**src/rtl/int_to_fp_seq_if.sv**
```systemverilog
// Handshake bundle for int_to_fp_seq: input operand channel plus result channel.
// Ports: in_valid/in_ready/in_int (operand), out_valid/out_ready/fp (result {sign, exp, man}).
// master = producer/consumer side (bench), slave = converter side.
interface int_to_fp_seq_if #(
  parameter int INT_W = 8,
  parameter int EXP_W = 4,
  parameter int MAN_W = 8
);
  logic                   in_valid;
  logic                   in_ready;
  logic [INT_W-1:0]       in_int;
  logic                   out_valid;
  logic                   out_ready;
  logic [EXP_W+MAN_W:0]   fp;

  modport master (
    output in_valid, in_int, out_ready,
    input  in_ready, out_valid, fp
  );

  modport slave (
    input  in_valid, in_int, out_ready,
    output in_ready, out_valid, fp
  );
endinterface

```
**src/rtl/int_to_fp_seq.sv**
```systemverilog
// Sequential signed-integer to normalized float converter, one left shift per cycle.
// Latency: k+1 cycles from accept to out_valid (k = leading zeros of |in_int|), 1 cycle for zero.
// Backpressure: result held in DONE until out_ready; no accept outside IDLE.
// Ports: clk, reset_n (async active-low), bus (slave side of int_to_fp_seq_if).
module int_to_fp_seq #(
  parameter int INT_W = 8,
  parameter int EXP_W = 4,
  parameter int MAN_W = 8,
  parameter int RND   = 0
) (
  input  logic               clk,
  input  logic               reset_n,
  int_to_fp_seq_if.slave     bus
);
  localparam int FP_W = 1 + EXP_W + MAN_W;
  localparam logic [INT_W-1:0] ONE = INT_W'(1);

  if (INT_W < 2) begin : g_bad_int_w
    $error("INT_W must be at least 2");
  end
  if (MAN_W < 2) begin : g_bad_man_w
    $error("MAN_W must be at least 2");
  end
  if ((1 << EXP_W) <= INT_W + 1) begin : g_bad_exp_w
    $error("EXP_W too small: need 2^EXP_W > INT_W+1");
  end

  typedef enum logic [1:0] {IDLE, NORM, DONE} state_t;

  state_t            state;
  state_t            state_nxt;
  logic              sign;
  logic [INT_W-1:0]  mag;
  logic [EXP_W-1:0]  exponent;
  logic [FP_W-1:0]   fp_q;
  logic [INT_W-1:0]  mag_in;
  logic [MAN_W-1:0]  man_c;
  logic              exp_inc;

  // Two's-complement negate; the most negative value maps to 2^(INT_W-1),
  // which is still representable as an INT_W-bit unsigned magnitude.
  assign mag_in = bus.in_int[INT_W-1] ? (~bus.in_int + ONE) : bus.in_int;

  // Mantissa formation from the normalized magnitude.
  if (INT_W <= MAN_W) begin : g_widen
    always_comb begin
      man_c = '0;
      man_c[MAN_W-1 -: INT_W] = mag;
    end
    assign exp_inc = 1'b0;
  end else begin : g_narrow
    logic             rnd_bit;
    logic [MAN_W:0]   sum;
    assign rnd_bit = (RND != 0) & mag[INT_W-MAN_W-1];
    assign sum     = {1'b0, mag[INT_W-1 -: MAN_W]} + {{MAN_W{1'b0}}, rnd_bit};
    // Carry out means the mantissa rolled over to 1.000..0 * 2: renormalize.
    assign exp_inc = sum[MAN_W];
    assign man_c   = sum[MAN_W] ? {1'b1, {(MAN_W-1){1'b0}}} : sum[MAN_W-1:0];
    if (INT_W - MAN_W >= 2) begin : g_sticky
      // Bits below the round bit never influence round-half-up.
      logic unused_low;
      assign unused_low = ^mag[INT_W-MAN_W-2:0];
    end
  end

  // State register
  always_ff @(posedge clk or negedge reset_n) begin
    if (!reset_n) state <= IDLE;
    else          state <= state_nxt;
  end

  // Next-state logic
  always_comb begin
    state_nxt = state;
    case (state)
      IDLE:    if (bus.in_valid) state_nxt = NORM;
      NORM:    if (mag == '0 || mag[INT_W-1]) state_nxt = DONE;
      DONE:    if (bus.out_ready) state_nxt = IDLE;
      default: state_nxt = IDLE;
    endcase
  end

  // Outputs decode straight from the state flops
  always_comb begin
    bus.in_ready  = (state == IDLE);
    bus.out_valid = (state == DONE);
  end

  // Datapath
  always_ff @(posedge clk or negedge reset_n) begin
    if (!reset_n) begin
      sign     <= 1'b0;
      mag      <= '0;
      exponent <= '0;
      fp_q     <= '0;
    end else begin
      case (state)
        IDLE: if (bus.in_valid) begin
          sign     <= bus.in_int[INT_W-1];
          mag      <= mag_in;
          exponent <= EXP_W'(INT_W);
        end
        NORM: begin
          if (mag == '0) begin
            sign <= 1'b0;
            fp_q <= '0;
          end else if (!mag[INT_W-1]) begin
            mag      <= mag << 1;
            exponent <= exponent - EXP_W'(1);
          end else begin
            fp_q <= {sign, exponent + EXP_W'(exp_inc), man_c};
          end
        end
        default: ;
      endcase
    end
  end

  assign bus.fp = fp_q;

endmodule

```
**src/flat_wrapper.sv**
```systemverilog
// flat-port wrapper written by rule: the top's interface ports become plain ports
module int_to_fp_seq_flat 
#(
  parameter int INT_W = 8,
  parameter int EXP_W = 4,
  parameter int MAN_W = 8,
  parameter int RND   = 0
)
  (clk, reset_n, bus_in_valid, bus_in_int, bus_out_ready, bus_in_ready, bus_out_valid, bus_fp);
  int_to_fp_seq_if #(.INT_W(INT_W), .EXP_W(EXP_W), .MAN_W(MAN_W)) bus_i ();
  input  logic clk;
  input  logic reset_n;
  input wire logic [$bits(bus_i.in_valid)-1:0] bus_in_valid;
  input wire logic [$bits(bus_i.in_int)-1:0] bus_in_int;
  input wire logic [$bits(bus_i.out_ready)-1:0] bus_out_ready;
  output wire logic [$bits(bus_i.in_ready)-1:0] bus_in_ready;
  output wire logic [$bits(bus_i.out_valid)-1:0] bus_out_valid;
  output wire logic [$bits(bus_i.fp)-1:0] bus_fp;
  assign bus_i.in_valid = bus_in_valid;
  assign bus_i.in_int = bus_in_int;
  assign bus_i.out_ready = bus_out_ready;
  assign bus_in_ready = bus_i.in_ready;
  assign bus_out_valid = bus_i.out_valid;
  assign bus_fp = bus_i.fp;
  int_to_fp_seq #(.INT_W(INT_W), .EXP_W(EXP_W), .MAN_W(MAN_W), .RND(RND)) u_core (.clk(clk), .reset_n(reset_n), .bus(bus_i));
endmodule
```
**config.mk**
```make
export PLATFORM = sky130hd
export DESIGN_NAME = int_to_fp_seq_flat
export DESIGN_NICKNAME = d
export VERILOG_FILES = /design/src/rtl/int_to_fp_seq_if.sv /design/src/rtl/int_to_fp_seq.sv /design/src/flat_wrapper.sv
export SDC_FILE = /design/constraint.sdc
export NUM_CORES = 1
export LEC_CHECK = 0
export ABC_AREA = 1
export CORE_UTILIZATION = 44
export DETAILED_ROUTE_END_ITERATION = 10
export PLACE_DENSITY = 0.69
export SYNTH_ARGS = -nofsm -noshare
export SYNTH_HDL_FRONTEND = slang
export SYNTH_SLANG_ARGS = --single-unit
```
**constraint.sdc**
```tcl
create_clock -name clk -period 2.67 [get_ports clk]
set_clock_uncertainty 0.05 [all_clocks]
set_input_delay 0.534 -clock clk [delete_from_list [all_inputs] [get_ports clk]]
set_output_delay 0.534 -clock clk [all_outputs]
set_load 0.03 [all_outputs]
```
==> impl_metrics.env, run 1 <==
export IMPL_status="completed"
export IMPL_gp_routability_congestion=0.852
export IMPL_maxCapViolations=0
export IMPL_fin_crit_ps=2200
export IMPL_die_x_um=58.9
export IMPL_dp_hpwl_um=2300
export IMPL_cp_end_kind="output pin"
export IMPL_cts_root_buf="clkbuf_4"
export IMPL_p_per_area_nw_per_um2=1240
export IMPL_syn_avg_cell_area_sq_um=7.90
export IMPL_worstRegToRegCells=9
export IMPL_arrival_ps=1620
export IMPL_clock_latency_ps=330
export IMPL_yosysUniqueCellTypes=25
export IMPL_initial_core_util_pct=46.6
export IMPL_max_freq_mhz=454
export IMPL_vdd_drop_max_uv=448
export IMPL_numCtsBuffers=3
export IMPL_drv_slew=0
export IMPL_drt_vias_per_instance=5.05
export IMPL_ys_flop_type="dfrtp_1"
export IMPL_remaining_drc_errors=0
export IMPL_routedWlPerCell_um=12.1
export IMPL_power_leakage_uw=0.000849
export IMPL_grt_total_usage_pct=20.4
export IMPL_setup_violations=0
export IMPL_portBuffers=26
export IMPL_cp_max_fo=4
export IMPL_drtIter0Drc=62
export IMPL_reg2reg_to="u_core.exponent[2]"
export IMPL_hold_viol=0
export IMPL_post_dp_cell_area_sq_um=1720
export IMPL_nFillCells=300
export IMPL_cts_reportedPaths_clkPinSlew_ps=140
export IMPL_wl_um=3040
export IMPL_cts_resized=0
export IMPL_num_rows=20
export IMPL_via_count=1267
export IMPL_final_util_pct=57.5
export IMPL_worstHoldPathType="flop to flop"
export IMPL_grt_max_degree=29
export IMPL_ys_seq_elements=28
export IMPL_synthAdderAreaFrac_pct=1.76
export IMPL_fin_tns_setup_ps=0
export IMPL_synth_nets=194
export IMPL_htreeDepth=1
export IMPL_grt_ovfl_total=0
export IMPL_design_area_sq_um=1760
export IMPL_cts_sinks=28
export IMPL_syn_inst=180
export IMPL_yosysMostFrequentCell="nand2_1"
export IMPL_rsz0062_at_grt="false"
export IMPL_firstDrtPassIters=4
export IMPL_synth_xor_area_share_pct=1.23
export IMPL_die_area_sq_um=3460
export IMPL_syn_to_final_growth_pct=23.5
export IMPL_num_io_pins=27
export IMPL_synthArstFlopShare_pct=100
export IMPL_first_global_vias=1232
export IMPL_grt_pass1_wl_um=5360
export IMPL_grt_antenna_before_repair=0
export IMPL_synth_mux_area_share_pct=0
export IMPL_drtAntennaViolNets=0
export IMPL_multiInputGateArea_sq_um=628
export IMPL_worst_ep_required_time_ps=2090
export IMPL_yosys_area_share_simple_pct=30.9
export IMPL_seqCellArea_sq_um=701
export IMPL_drive_above_1_share_pct=6.76
export IMPL_ctsHoldBuffers=0
export IMPL_yosys_top_cells_area="dfrtp_1 49%, nand2_1 16%, nand3_1 7.0%"
export IMPL_critical_path_startpoint_type="flop"
export IMPL_synth_edf_count=0
export IMPL_cts_path_max_buffers=2
export IMPL_min_path_cells=2
export IMPL_synth_largest_area_cell="dfrtp_1"
export IMPL_synth_top_area_share_pct=49.3
export IMPL_cts_tree="done"
export IMPL_nets=222
export IMPL_synth_common_cells="59 x nand2_1, 28 x dfrtp_1, 20 x nand3_1"
export IMPL_n_antenna_cell=0
export IMPL_hp_start="u_core.bus.fp[12]"
export IMPL_r2r_start="u_core.state[0]"
export IMPL_critical_path_class="flop to output pin"
export IMPL_dieHeight_um=58.9
export IMPL_yosys_warnings=0
export IMPL_slew_headroom_pct=69.8
export IMPL_worstHoldEndpoint="u_core.bus.fp[12]"
export IMPL_tightest_slew_ps=452
export IMPL_core_area_sq_um=3050
export IMPL_syn_area_sq_um=1420
export IMPL_layout_worst_path_cycle_share_pct=82.5
export IMPL_synth_compound_area_share_pct=10.3
export IMPL_synth_top_family_by_area="simple AND/OR/NAND/NOR gates"
export IMPL_r2r_slack_ps=810
export IMPL_synth_seq_area_share_pct=49.3
export IMPL_postCtsSetupBuffers=0
==> flip-flops by register name (all words and copies together) (netlist names) <==
name and cells:
u_core.mag 8, u_core.exponent 4, u_core.state 2, u_core.bus.fp 13
u_core.sign 1
==> area by class of cell <==
cell class | instances | share of cell area [%]
Sequential cell | 28 | 39.9
Clock buffer | 4 | 2.07
Inverter | 17 | 3.92
Timing Repair Buffer | 27 | 15.2
Multi-Input combinational cell | 131 | 35.8
Tap cell | 44 | 3.13
==> cells by family (layout without fill, tap and decap cells) <==
family          Yosys count  count (layout)
xor+xnor                  2               2
simple gates            101             101
buf+inv                  21              48
compound gates           26              26
flops                    28              28
fa+ha+maj                 2               2
==> through the flow <==
step | hold slack [ps] | instances | power (uW) | setup slack (ps)
after floorplan | 188 | 180 | 1610 | 1040
after CTS | 467 | 251 | 2190 | 455
after detailed placement | 434 | 247 | 1980 | 680
after global placement | 432 | 247 | 1950 | 717
after global routing | 496 | 251 | 2360 | 411
final | 464 | 251 | 2180 | 468
==> layout by cell type (no fill, tap or decap) <==
cell	Yosys	layout
clkbuf_8	0	1
nor2_1	15	15
nor2_8	1	1
o311ai_0	1	1
nand4_1	1	1
clkdlybuf4s50_1	0	26
nor2_2	2	2
inv_4	2	2
xnor2_1	1	1
nand2_1	59	59
clkbuf_4	0	3
nor3_1	1	1
dfrtp_1	28	28
xor2_1	1	1
ha_1	2	2
inv_1	14	14
o21ai_0	16	16
buf_4	0	1
nand2_2	1	1
inv_2	1	1
o22ai_1	1	1
nor2_4	1	1
a21oi_1	6	6
o21ai_4	1	1
o21ai_1	1	1
nand3_1	20	20
==> worst max path at each step <==
stage	startpoint	end	slack [ps]	cells past startpoint
6_report	u_core.state[0]	bus_in_ready	470	2
5_1_grt	u_core.state[0]	bus_in_ready	410	2
4_1_cts	u_core.state[0]	bus_in_ready	460	2
3_5_place_dp	bus_in_int[0]	u_core.mag[6]	680	11
3_3_place_gp	bus_in_int[0]	u_core.mag[6]	720	11
2_1_floorplan	u_core.state[0]	u_core.exponent[2]	1040	6
==> report_power, final <==
group | internal (uW) | switching, uW
Sequential | 619 | 137
Clock | 83.5 | 120
Combinational | 448 | 768
Total | 1150 | 1030
==> routing by layer <==
metal  share of wire [%]  track usage, %  wire length, um  up-vias
li1                    -               -                -      635
met1                  47            26.3             1440      594
met2                  48            35.2             1470       33
met3                 2.8            1.32               85        5
met4                 1.7            8.84               51        0
met5                   0               0                0        -
==> critical path: stages, from the launching register on <==
cell and delay [ps]:
dfrtp_1 450, nor2_1 150, clkdlybuf4s50_1 690
(Power assumes the default switching activity.)
==> run 2: changes to the inputs <==
==> constraint.sdc (replaced) <==
create_clock -name clk -period 2.1 [get_ports clk]
set_clock_uncertainty 0.05 [all_clocks]
set_input_delay 0.42 -clock clk [delete_from_list [all_inputs] [get_ports clk]]
set_output_delay 0.42 -clock clk [all_outputs]
set_load 0.03 [all_outputs]
==> run 2 against run 1 <==
Clock-buffer cell count shrank 1. Sequential power is 27% higher. Non-clock buffer count up 3. Sequential share of layout area is 0.97 points lower. Combinational power is 30% higher. Via count rose by 0.87%. Largest cell class unchanged.
==> impl_metrics.env, run 2 (synthesis gave the netlist of run 1 again) <==
export IMPL_status="completed"
export IMPL_arrival_ps=1390
export IMPL_worst_ep_required_time_ps=1630
export IMPL_via_count=1278
export IMPL_crit_buf_inv=1
export IMPL_initial_core_util_pct=46.6
export IMPL_grt_max_degree=29
export IMPL_maxCapViolations=0
export IMPL_tightest_slew_ps=432
export IMPL_grt_total_usage_pct=20.2
export IMPL_worstRegToRegCells=8
export IMPL_slew_headroom_pct=71.2
export IMPL_power_frac_comb_pct=54.7
export IMPL_drtAntennaViolNets=0
export IMPL_grt_pass1_wl_um=5200
export IMPL_numCtsBuffers=3
export IMPL_core_area_sq_um=3050
export IMPL_clock_latency_ps=330
export IMPL_num_rows=20
export IMPL_pre_cts_ws_ps=204
export IMPL_clockPowerShare_pct=12.2
export IMPL_cts_reportedPaths_clkPinSlew_ps=150
export IMPL_critical_path_startpoint_type="flop"
export IMPL_first_global_vias=1181
export IMPL_cts_root_buf="clkbuf_4"
export IMPL_drv_slew=0
export IMPL_multiInputGateArea_sq_um=628
export IMPL_fin_ws_ps=241
export IMPL_r2r_slack_ps=350
export IMPL_seqCellArea_sq_um=701
export IMPL_wl_um=3090
export IMPL_die_area_sq_um=3460
export IMPL_max_freq_mhz=538
export IMPL_cp_max_fo=2
export IMPL_vdd_drop_max_uv=476
export IMPL_seqPwrFrac_pct=33.2
export IMPL_slowest_stage="clkdlybuf4s50_1"
export IMPL_cts_tree="done"
export IMPL_largest_register_ffs=13
export IMPL_drive_above_1_share_pct=8.10
export IMPL_switching_share_pct=45.5
export IMPL_grt_antenna_before_repair=0
export IMPL_routedWlPerCell_um=12.1
export IMPL_rsz0062_at_grt="false"
export IMPL_drtIter0Drc=36
export IMPL_grt_ovfl_total=0
export IMPL_final_common_cell="nand2_1"
export IMPL_nFillCells=295
export IMPL_cts_path_max_buffers=2
export IMPL_fin_tns_setup_ps=0
export IMPL_path_delay_family="buffers and inverters"
export IMPL_ctsHoldBuffers=0
export IMPL_num_io_pins=27
export IMPL_critical_path_class="flop to output pin"
export IMPL_layout_common_cells="59 x nand2_1, 28 x dfrtp_1, 24 x clkdlybuf4s50_1"
export IMPL_nets=225
export IMPL_htreeDepth=1
export IMPL_power_leakage_uw=0.000897
export IMPL_p_per_area_nw_per_um2=1610
export IMPL_net_switching_power_uw=1320
export IMPL_cp_end_kind="output pin"
export IMPL_worstHoldPathType="primary input to asynchronous set/reset pin"
export IMPL_n_antenna_cell=0
export IMPL_gp_routability_congestion=0.842
export IMPL_syn_to_final_growth_pct=26.6
export IMPL_max_stage_delay_ps=670
export IMPL_r2r_start="u_core.state[1]"
export IMPL_firstDrtPassIters=4
export IMPL_layout_worst_path_cycle_share_pct=88.5
export IMPL_dieHeight_um=58.9
export IMPL_intPower_uw=1580
export IMPL_drt_vias_per_instance=5.03
export IMPL_fin_crit_ps=1860
export IMPL_die_x_um=58.9
export IMPL_hold_viol=0
export IMPL_crit_chain="clkdlybuf4s50_1"
export IMPL_cts_sinks=28
export IMPL_reg2reg_to="u_core.exponent[2]"
export IMPL_portBuffers=26
export IMPL_dp_hpwl_um=2360
export IMPL_remaining_drc_errors=0
export IMPL_setup_violations=0
==> run 2: cell type report <==
cell class	count	area share (%)
multi-input cells	131	34.9
inverters	17	3.82
well taps	44	3.06
repair buffers	30	16.4
flip-flops and latches	28	38.9
clock buffers	3	1.25
clock inverters	1	1.67
==> run 2: worst max path at each step <==
| stage | start | endpoint | slack (ps) | cells after the start |
|---|---|---|---|---|
| after floorplan | u_core.state[0] | u_core.exponent[2] | 470 | 6 |
| after global placement | bus_in_int[0] | u_core.mag[6] | 270 | 11 |
| after detailed placement | bus_in_int[0] | u_core.mag[6] | 200 | 11 |
| after CTS | u_core.state[0] | bus_in_ready | 20 | 2 |
| after global routing | u_core.bus.fp[5] | bus_fp[5] | 200 | 1 |
| final | u_core.bus.fp[5] | bus_fp[5] | 240 | 1 |
==> run 2: per-stage QoR <==
| step | cell area, sq um | power, uW | hold slack, ps | util (%) | instances |
|---|---|---|---|---|---|
| final | 1800 | 2890 | 384 | 59.0 | 254 |
| after global routing | 1800 | 3110 | 444 | 59.0 | 254 |
| after CTS | 1800 | 2910 | 399 | 58.8 | 254 |
| after detailed placement | 1740 | 2550 | 436 | 57.1 | 250 |
| after global placement | 1740 | 2520 | 432 | 57.1 | 250 |
| after floorplan | 1420 | 2040 | 74.4 | - | 180 |
==> run 2: timing repair <==
| item | 4_1_cts | 5_1_grt |
|---|---|---|
| setup buffers | 0 | 0 |
| endpoints found under the setup margin | 0 | 2 |
| gates resized for setup | 0 | 2 |
==> run 2: power groups by stage <==
stage | Sequential [uW] | Combinational [uW] | Clock (uW)
2_1_floorplan | 1160 | 883 | 0
3_3_place_gp | 962 | 1560 | 0
3_5_place_dp | 974 | 1580 | 0
4_1_cts | 961 | 1590 | 357
5_1_grt | 991 | 1750 | 372
6_report | 960 | 1580 | 353
==> run 2: per-layer routing <==
metal / routed length, um / share of wire [%] / track usage (%)
met1: 1450 / 47 / 25.7
met2: 1480 / 48 / 35.1
met3: 106 / 3.4 / 1.54
met4: 53 / 1.7 / 9.18
met5: 0 / 0 / 0
==> run 3: changes to the inputs <==
--- a/config.mk
+++ b/config.mk
@@ -6,9 +6,9 @@
 export NUM_CORES = 1
 export LEC_CHECK = 0
 export ABC_AREA = 1
-export CORE_UTILIZATION = 44
+export CORE_UTILIZATION = 35
 export DETAILED_ROUTE_END_ITERATION = 10
-export PLACE_DENSITY = 0.69
+export RECOVER_POWER = 100
 export SYNTH_ARGS = -nofsm -noshare
 export SYNTH_HDL_FRONTEND = slang
 export SYNTH_SLANG_ARGS = --single-unit
==> run 3 against run 2 <==
Clock-buffer cell count grew 1. Register-to-register slack worse by 120 ps. Worst hold slack improved by 62 ps. Sequential power about the same. Combinational power decreased by 5%.
==> impl_metrics.env, run 3 (synthesis gave the netlist of run 1 again) <==
export IMPL_numCtsBuffers=3
export IMPL_p_per_area_nw_per_um2=1550
export IMPL_portBuffers=26
export IMPL_final_common_cell="nand2_1"
export IMPL_arrival_ps=1530
export IMPL_rsz0062_at_grt="false"
export IMPL_nets=228
export IMPL_wl_um=3120
export IMPL_reg2reg_to="u_core.bus.fp[1]"
export IMPL_max_stage_delay_ps=670
export IMPL_fin_crit_ps=2000
export IMPL_drv_slew=0
export IMPL_drt_vias_per_instance=4.80
export IMPL_initial_core_util_pct=37.7
export IMPL_r2r_start="u_core.state[1]"
export IMPL_cp_max_fo=3
export IMPL_seqCellArea_sq_um=701
export IMPL_layout_worst_path_cycle_share_pct=95.3
export IMPL_critical_path_startpoint_type="flop"
export IMPL_htreeDepth=1
export IMPL_worstHoldEndpoint="u_core.bus.fp[12]"
export IMPL_drive_above_1_share_pct=7.04
export IMPL_fin_tns_setup_ps=0
export IMPL_setup_violations=0
export IMPL_die_x_um=65.8
export IMPL_n_antenna_cell=0
export IMPL_worstRegToRegCells=7
export IMPL_slew_headroom_pct=54.7
export IMPL_gp_routability_congestion=0.786
export IMPL_hold_viol=0
export IMPL_cts_sinks=28
export IMPL_num_rows=22
export IMPL_postCtsSetupBuffers=0
export IMPL_nFillCells=383
export IMPL_cp_end_kind="output pin"
export IMPL_firstDrtPassIters=4
export IMPL_min_path_cells=2
export IMPL_max_freq_mhz=499
export IMPL_vdd_drop_max_uv=613
export IMPL_post_dp_cell_area_sq_um=1770
export IMPL_cts_reportedPaths_clkPinSlew_ps=90
export IMPL_grt_pass1_wl_um=5350
export IMPL_ctsHoldBuffers=0
export IMPL_status="completed"
export IMPL_maxCapViolations=0
export IMPL_largest_register_ffs=13
export IMPL_grt_total_usage_pct=15.9
export IMPL_core_area_sq_um=3770
export IMPL_first_global_vias=1229
export IMPL_remaining_drc_errors=0
export IMPL_crit_chain="inv_1 > nor2_1 > clkdlybuf4s50_1"
export IMPL_slowest_stage="clkdlybuf4s50_1"
export IMPL_cts_root_buf="clkbuf_8"
export IMPL_design_area_sq_um=1790
export IMPL_dp_hpwl_um=2420
export IMPL_multiInputGateArea_sq_um=609
export IMPL_final_util_pct=47.5
export IMPL_grt_max_degree=29
export IMPL_grt_ovfl_total=0
export IMPL_power_leakage_uw=0.000896
export IMPL_worstHoldPathType="flop to flop"
export IMPL_via_count=1253
export IMPL_r2r_slack_ps=230
export IMPL_tightest_slew_ps=680
export IMPL_hp_start="u_core.sign"
export IMPL_cts_path_max_buffers=2
export IMPL_drtIter0Drc=51
export IMPL_dieHeight_um=65.8
export IMPL_routedWlPerCell_um=12.0
export IMPL_cts_tree="done"
export IMPL_critical_path_class="flop to output pin"
export IMPL_drtAntennaViolNets=0
export IMPL_grt_antenna_before_repair=0
export IMPL_clock_latency_ps=270
export IMPL_syn_to_final_growth_pct=25.9
export IMPL_cts_resized=0
export IMPL_worst_ep_required_time_ps=1630
export IMPL_num_io_pins=27
export IMPL_die_area_sq_um=4320
export IMPL_layout_common_cells="60 x nand2_1, 28 x dfrtp_1, 20 x nand3_1"
## run 3: cell count changes in the layout (fill, tap and decap cells not counted), moves of 2 or more
cell,previous run,this run
dlygate4sd3_1,0,14
clkdlybuf4s50_1,24,11
clkbuf_8,0,4
clkbuf_4,3,0
clkbuf_1,0,2
clkbuf_2,0,2
dlymetal6s2s_1,2,0
nor2_1,15,17
nor2_2,2,0
## run 3: where the power goes
part	internal, uW	switching, uW
sequential	788	170
clock	167	158
combinational	535	964
total	1490	1290
## run 3: critical path, delay by kind of cell (launching register included)
kind | cells | cell delay (ps)
DFF | 1 | 430
buffers and inverters | 2 | 750
and+or+nand+nor | 1 | 90
## run 3: worst max-delay path by stage
stage	end	slack, ps	cells after the start	start
detailed placement	u_core.mag[6]	250	11	bus_in_int[0]
CTS	bus_in_ready	80	2	u_core.state[1]
floorplan	u_core.exponent[2]	470	6	u_core.state[0]
global placement	u_core.mag[6]	270	11	bus_in_int[0]
finish	bus_out_valid	100	3	u_core.state[1]
global route	bus_out_valid	30	3	u_core.state[1]
## run 3: metrics by stage
step           hold slack, ps  worst slack [ps]  cells  total power, uW
2_1_floorplan            74.4               474    180             2040
3_3_place_gp              427               267    257             2560
3_5_place_dp              427               252    257             2600
4_1_cts                   449              75.6    261             2930
5_1_grt                   498              27.4    261             3030
6_report                  446              97.7    261             2780
## run 3: layer usage
metal / track usage (%) / up-vias / part of all wire, %
met4: 2.45 / 0 / 0
met3: 1.56 / 0 / 3.7
li1: - / 647 / -
met1: 20.9 / 578 / 48
met2: 28.4 / 28 / 48
met5: 0 / - / 0
## run 3: area by class of cell
cell class / instances / area share [%]
clock buffer: 4 / 3.07
inverter: 17 / 3.84
multi-input combinational: 131 / 34.0
sequential: 28 / 39.1
tap: 48 / 3.35
timing repair buffer: 33 / 16.6
